File: config.mk
export PLATFORM = sky130hd
export DESIGN_NAME = tick_ctrl
export DESIGN_NICKNAME = d
export VERILOG_FILES = /design/src/rtl/tick_pkg.sv /design/src/rtl/tick_prescaler.sv /design/src/rtl/tick_ctrl.sv
export SDC_FILE = /design/constraint.sdc
export NUM_CORES = 1
export LEC_CHECK = 0
export CAP_MARGIN = 20
export CORE_MARGIN = 3
export CORE_UTILIZATION = 56
export DETAILED_ROUTE_END_ITERATION = 12
export PLACE_DENSITY = 0.88
export SYNTH_ARGS = -nofsm -noshare
export SYNTH_HDL_FRONTEND = slang
export SYNTH_SLANG_ARGS = --single-unit
File: constraint.sdc
create_clock -name clk -period 4.5 [get_ports clk]
set_input_delay 0.45 -clock clk [delete_from_list [all_inputs] [get_ports clk]]
set_output_delay 0.45 -clock clk [all_outputs]
set_load 0.005 [all_outputs]
File: src/rtl/tick_pkg.sv
// tick_pkg: shared widths, reset defaults and encodings for the tick controller.
package tick_pkg;
  localparam int CNT_W = 20;
  localparam int NTK_W = 8;
  localparam logic [CNT_W-1:0] DEFAULT_PERIOD = CNT_W'(1000000);
  localparam logic MODE_ONESHOT = 1'b0;
  localparam logic MODE_PERIODIC = 1'b1;
  typedef enum logic {IDLE = 1'b0, RUN = 1'b1} state_t;
endpackage

File: src/rtl/tick_prescaler.sv
// tick_prescaler: free-running prescale counter with terminal compare and registered wrap pulse.
module tick_prescaler
  import tick_pkg::*;
(
  input  logic             clk,
  input  logic             rst,
  input  logic             en,
  input  logic             clr,
  input  logic [CNT_W-1:0] period,
  output logic             term,
  output logic             wrap
);
  logic [CNT_W-1:0] q;
  // period is always at least 2, so period-1 never underflows
  assign term = q == period - 1'b1;
  always_ff @(posedge clk) begin
    if (rst || clr) begin
      q    <= '0;
      wrap <= 1'b0;
    end else if (en) begin
      q    <= term ? '0 : q + 1'b1;
      wrap <= term;
    end else begin
      wrap <= 1'b0;
    end
  end
endmodule

File: src/rtl/tick_ctrl.sv
// tick_ctrl: config registers, run FSM, tick counting and done generation around the prescaler.
module tick_ctrl
  import tick_pkg::*;
(
  input  logic             clk,
  input  logic             rst,
  input  logic             cfg_we,
  input  logic [CNT_W-1:0] cfg_period,
  input  logic [NTK_W-1:0] cfg_ticks,
  input  logic             cfg_mode,
  input  logic             start,
  input  logic             stop,
  output logic             tick,
  output logic             done,
  output logic             busy,
  output logic [NTK_W-1:0] tick_cnt
);
  state_t           state, state_nxt;
  logic [CNT_W-1:0] period_r, p_eff;
  logic [NTK_W-1:0] ticks_r, n_eff;
  logic             mode_r, start_go, stop_go, term, fire, last;
  assign p_eff    = period_r < CNT_W'(2) ? CNT_W'(2) : period_r;
  assign n_eff    = ticks_r == '0 ? NTK_W'(1) : ticks_r;
  assign start_go = state == IDLE && start && !stop;
  assign stop_go  = state == RUN && stop;
  // stop wins over a coincident terminal count
  assign fire     = state == RUN && !stop && term;
  assign last     = fire && ({1'b0, tick_cnt} + 1'b1 == {1'b0, n_eff});
  tick_prescaler u_pre (
    .clk   (clk),
    .rst   (rst),
    .en    (state == RUN),
    .clr   (start_go || stop_go),
    .period(p_eff),
    .term  (term),
    .wrap  (tick)
  );
  always_ff @(posedge clk) begin
    if (rst) state <= IDLE;
    else state <= state_nxt;
  end
  always_comb begin
    state_nxt = state;
    if (state == IDLE) state_nxt = start_go ? RUN : IDLE;
    else state_nxt = (stop || (last && mode_r == MODE_ONESHOT)) ? IDLE : RUN;
  end
  always_comb begin
    busy = state == RUN;
  end
  always_ff @(posedge clk) begin
    if (rst) begin
      period_r <= DEFAULT_PERIOD;
      ticks_r  <= NTK_W'(1);
      mode_r   <= MODE_ONESHOT;
    end else if (state == IDLE && cfg_we) begin
      period_r <= cfg_period;
      ticks_r  <= cfg_ticks;
      mode_r   <= cfg_mode;
    end
  end
  always_ff @(posedge clk) begin
    if (rst) begin
      done     <= 1'b0;
      tick_cnt <= '0;
    end else begin
      done <= last;
      if (start_go) tick_cnt <= '0;
      else if (fire) tick_cnt <= (last && mode_r == MODE_PERIODIC) ? '0 : tick_cnt + 1'b1;
    end
  end
endmodule

Word level (Yosys, flattened, before mapping) --
Index checks and enable logic that the tools add are counted.
Word-level totals: bits in registers 60, output and inout port bits 11, logic and storage cells 40
Operators by class: add/subtract/negate cells 4, order comparisons 1, equality and inequality tests 2, muxes and demuxes 7, bitwise gates (word level) 2, reductions and logical operators 16
Operators with widths (number):
- 20-bit two-way mux | 2
- 20-bit by 1-bit adder with 20-bit output, second input constant | 1
- 20-bit equality test | 1
- 20-bit by 2-bit less-than comparator with 1-bit output, second input constant | 1
- 20-bit by 1-bit subtractor with 20-bit output, second input constant | 1
- 8-bit two-way mux | 2
- 8-bit by 1-bit adder with 9-bit output, second input constant | 1
- 9-bit by 8-bit equality test with 1-bit output | 1
- 1-bit logical AND | 9
- 8-bit by 1-bit adder with 8-bit output, second input constant | 1
- 8-bit zero test | 1
- 2-bit OR reduction | 2
- 1-bit logical OR | 3
- 1-bit two-way mux | 3
- 1-bit inverter | 2
- 1-bit zero test | 1

Logic depth before layout (Yosys ltp) --
depth in word-level cells 10, gate-level depth with buffers 17, depth with buffers taken out 13

By module --
A second synthesis with hierarchy kept.
Unflattened totals: cell total of the unflattened synthesis 466, area, all modules 3721.1 µm²
By module, submodules not included:
- tick_ctrl | instances 1, cells an instance 263, area an instance 1981.9 µm², seq. area each 780.7 µm²
- tick_prescaler | instances 1, cells an instance 203, area an instance 1739.2 µm², seq. area each 420.4 µm²

Worst setup path after synthesis --
Ideal clock, no wire load.
path type register to register, start point reg period_r[11], end point reg tick_cnt[5], data arrival time 3565 ps, data required time 4416 ps, path slack 850 ps, stages on the path, launching flop included 15, buffers on the path 1, clock period less this slack 3650 ps, path through dfxtp_1 nor4_4 and4b_1 buf_2 nand3_1 nand2_1 ha_1 nor3b_2 and3_1 mux2i_1 a21oi_1 nor4b_1 nand4_2 nand2b_4 o31ai_2
Between the ends: word-level cells in the longest chain between the ends 8
Ends and longest elaborated chain:
- start: declaration | line tick_ctrl.sv:19 | logic [CNT_W-1:0] period_r, p_eff;
- start signal: assignment | line tick_ctrl.sv:56 | period_r <= cfg_period;
- 20-bit by 2-bit less-than comparator with 1-bit output | line tick_ctrl.sv:22 | assign p_eff = period_r < CNT_W'(2) ? CNT_W'(2) : period_r;
- 20-bit two-way mux (*) | line tick_ctrl.sv:22
- 20-bit by 1-bit subtractor with 20-bit output (*) | line tick_prescaler.sv:15 | assign term = q == period - 1'b1;
- 20-bit equality test (*) | line tick_prescaler.sv:15
- 1-bit logical AND (*) | line tick_ctrl.sv:27 | assign fire = state == RUN && !stop && term;
- 1-bit logical AND | line tick_ctrl.sv:28 | assign last = fire && ({1'b0, tick_cnt} + 1'b1 == {1'b0, n_eff});
- 1-bit logical AND | line tick_ctrl.sv:68 | else if (fire) tick_cnt <= (last && mode_r == MODE_PERIODIC) ? '0 : tick_cnt + 1'b1;
- 8-bit two-way mux | line tick_ctrl.sv:68
- end signal: assignment | line tick_ctrl.sv:68
- end: declaration | line tick_ctrl.sv:16 | output logic [NTK_W-1:0] tick_cnt
Every way passes the cells marked *; elsewhere a longest branch is shown, timed or not. A chain may end at the register's enable or synchronous reset.

Worst setup path after layout --
start point reg period_r[11], end point reg tick_cnt[6]
The elaborated chain is that of the path after synthesis.

==> metrics.md <==
| Metric | Value |
|---|---|
| CTS Hold Bufs | `0` |
| Clk Latency, worst-skew pair | `0.34 ns` |
| Core Box Area | `6060 um2` |
| Grt total ovfl | `0` |
| Worst Max-Slew Pin Slew | `0.926 ns` |
| Status | `finished, final reports clean` |
| Cts repair resizes | `0` |
| Share of synthesized registers carrying an async set or reset | `0` |
| Gate power share | `0.131` |
| Gpl congestion | `0.908` |
| Fin crit period | `4.00 ns` |
| Reg clk slew, reported paths | `0.07 ns` |
| Root buf cell | `clkbuf_8` |
| Final Hold Vio Count | `0` |
| Clk_skew | `0.00772 ns` |
| Crit Path Class | `reg -> reg` |
| Sequential share of power | `0.423` |
| Clock Power Share | `0.446` |
| P&R area growth vs syn | `20.6%` |
| Hpwl dp | `6.80 mm` |
| CTS tree | `built` |
| Switching Share | `0.249` |
| HP Class | `reg -> reg` |
| H-tree level count | `3` |
| # nets final | `530` |
| Average cell area after synthesis | `7.92 um2` |
| Synth top area share | `0.333` |
| Multi-input logic area | `2290 um2` |
| # Max-Cap Violations | `0` |
| Post-CTS setup buffers | `0` |
| DR vias | `3414` |
| # fillers | `492` |
| Worst vdd ir | `0.000259 V` |
| Reg-to-Reg Start | `period_r[11]` |
| GRT Overall Usage | `0.254` |
| Mapped Area | `3600 um2` |
| DRC | `0` |
| CTS Buffer Depth | `2` |
| Final setup fails | `0` |
| First-pass GRT wire length | `15.0 mm` |
| Crit start category | `flop` |
| Ys flop type | `dfxtp_1` |
| Worst Path Max Fanout | `13` |
| Mapped Nets | `492` |
| Iter 0 DRT Violations | `241` |
| RSZ-0062 raised after global routing | `no` |
| Antenna violations before repair | `0` |
| Vias in the first global route | `3024` |
| Starting Density | `0.595` |
| Mapped Cells | `455` |
| Post-synth top area cell | `dfxtp_1` |
| CTS sink cnt | `60` |
| Layout cells sized above 1 | `0.0803` |
| Leak | `1.59 nW` |
| Antenna viol nets, final | `0` |
| TritonRoute pass-1 iters | `5` |
| Die Ht | `86.2 um` |
| Power density cells | `317 nW/um2` |
| Slew Limit Fails | `0` |
| Synth Register Bits | `60` |
| Crit path DAT | `4.24 ns` |
| # diodes | `0` |
| CP max-delay cell | `and4b_1` |
| P_sw | `0.343 mW` |
| DR WL/cell | `16.3 um` |
| HP Start | `ticks_r[5]` |
| Boundary Pins | `45` |
| Num rows | `28` |
| Post-synth EDFFs | `0` |
| Slowest cell delay on critical path | `0.51 ns` |
| Top post-synthesis cells by area | `dfxtp_1 33%, nand2_1 9.5%, xor2_1 6.6%` |
| FMAX | `250 MHz` |
| Placed cell count | `555` |
| Cts bufs inserted | `9` |
| Fin cells | `573` |
| Internal | `1.03 mW` |
| Sequential cell area | `1200 um2` |
| Port bufs | `44` |
| Avg Vias per Cell | `5.96` |
| Slew HR | `0.374` |
| CP Cell Sequence | `nor4_4, and4b_1, nand3_1, nand2_1, ha_1, nor3b_2, and3_1, mux2i_1, a21oi_1, nor4b_1, nand4_2, nand2b_4, o31ai_2` |
| Yosys Warn Count | `0` |
| Part of the cycle the worst path needs | `0.888` |
| Synth cell types | `62` |
| Design Power | `1.38 mW` |
| CP Capture Type | `flop` |
| Die Width | `86.2 um` |
| Post-Route WL | `9.32 mm` |
| Setup TNS | `0 ns` |
| Largest net degree at the start of global routing | `35` |
| Total die area | `7430 um2` |
| Seq/Total Area, Yosys | `0.333` |
| Worst setup path startpoint | `period_r[11]` |
| WP data required | `4.75 ns` |
==> routing by layer <==
| metal | track usage | routed length (um) | vias to the layer above |
|---|---|---|---|
| li1 | - | - | 1677 |
| met1 | 0.365 | 4480 | 1587 |
| met2 | 0.389 | 4190 | 133 |
| met3 | 0.0485 | 517 | 17 |
| met4 | 0.0708 | 130 | 0 |
| met5 | 0 | 0 | - |
==> registers in the layout, summed over array words and instances (netlist names) <==
name        count
period_r       20
mode_r          1
u_pre.q        20
tick_cnt        8
ticks_r         8
done            1
busy            1
u_pre.wrap      1
==> per-stage QoR <==
step | hold slack [ns] | cell area, um2 | setup WS [ns] | utilization
floorplan | 0.438 | 3600 | 0.850 | -
global route | 0.504 | 4350 | 0.157 | 0.717
global placement | 0.473 | 4070 | 0.733 | 0.671
finish | 0.490 | 4350 | 0.503 | 0.717
detailed placement | 0.482 | 4070 | 0.564 | 0.671
CTS | 0.492 | 4320 | 0.534 | 0.712
==> layout make-up <==
| type | instances | area share |
|---|---|---|
| Clock buffer | 12 | 0.0357 |
| Sequential cell | 60 | 0.276 |
| Tap cell | 75 | 0.0216 |
| Timing Repair Buffer | 50 | 0.115 |
| Clock inverter | 4 | 0.0219 |
| Multi-Input combinational cell | 368 | 0.526 |
| Inverter | 4 | 0.00345 |
==> synth_stat cells (2+ instances only) <==
cell       count
nand2_1       91
dfxtp_1       60
nor2_1        46
a21oi_1       35
xor2_1        27
xnor2_1       22
clkbuf_1      15
nand3_1       15
nor3_1        10
nand3b_1       8
nand4_1        8
nor4_1         8
and3_1         6
nand2b_1       6
o211ai_1       6
inv_1          4
mux2i_1        4
nand4b_1       4
nor4_4         4
nor4b_1        4
or3_1          4
a211oi_1       3
buf_1          3
ha_1           3
nor2b_1        3
nor3b_1        3
o2111ai_1      3
o22ai_1        3
a2111oi_0      2
a211o_1        2
a22o_1         2
and2_1         2
and3b_1        2
and4_1         2
and4b_1        2
buf_2          2
buf_4          2
mux2_2         2
o21ai_0        2
o31ai_2        2
or4_1          2
==> worst max-delay path, delay by kind of cell, from the launching register on <==
| family | cells | cell delay [ns] |
|---|---|---|
| compound gates | 2 | 0.37 |
| simple gates | 9 | 2.76 |
| mux | 1 | 0.19 |
| flops | 1 | 0.38 |
| fa+ha+maj | 1 | 0.19 |
==> power groups by stage <==
| stage | registers (mW) | clock network, mW | logic, mW |
|---|---|---|---|
| floorplan | 0.578 | 0 | 0.125 |
| finish | 0.582 | 0.614 | 0.180 |
| CTS | 0.581 | 0.622 | 0.175 |
| global route | 0.584 | 0.648 | 0.199 |
| global placement | 0.592 | 0 | 0.173 |
| detailed placement | 0.593 | 0 | 0.174 |
==> path summary, 6_finish.rpt <==
check,slack (ns),cells past startpoint,end
worst min register to register,0.49,2,ticks_r[5]
worst min-delay path,0.49,2,ticks_r[5]
worst max-delay path,0.50,13,tick_cnt[6]
worst max register to register,0.50,13,tick_cnt[6]
==> cells by family after synthesis <==
group                    after synthesis  synth area share
AND/OR/NAND/NOR                      238             0.352
XOR/XNOR                              49             0.119
adder cells (fa/ha/maj)                3            0.0104
flip-flops                            60             0.333
AO/OA/AOI/OAI                         72             0.135
buffers and inverters                 27            0.0330
multiplexers                           6            0.0174
==> placed cells by master (no fill, tap or decap), drive strengths merged, types with 9 or more instances in the layout <==
cell	instances
xnor2	22
nand3	15
a21oi	35
nor2	46
clkdlybuf4s50	44
nand2	91
clkbuf	12
nor3	11
nor4	13
nand4	9
xor2	27
dfxtp	60
(Power assumes the default switching activity.)
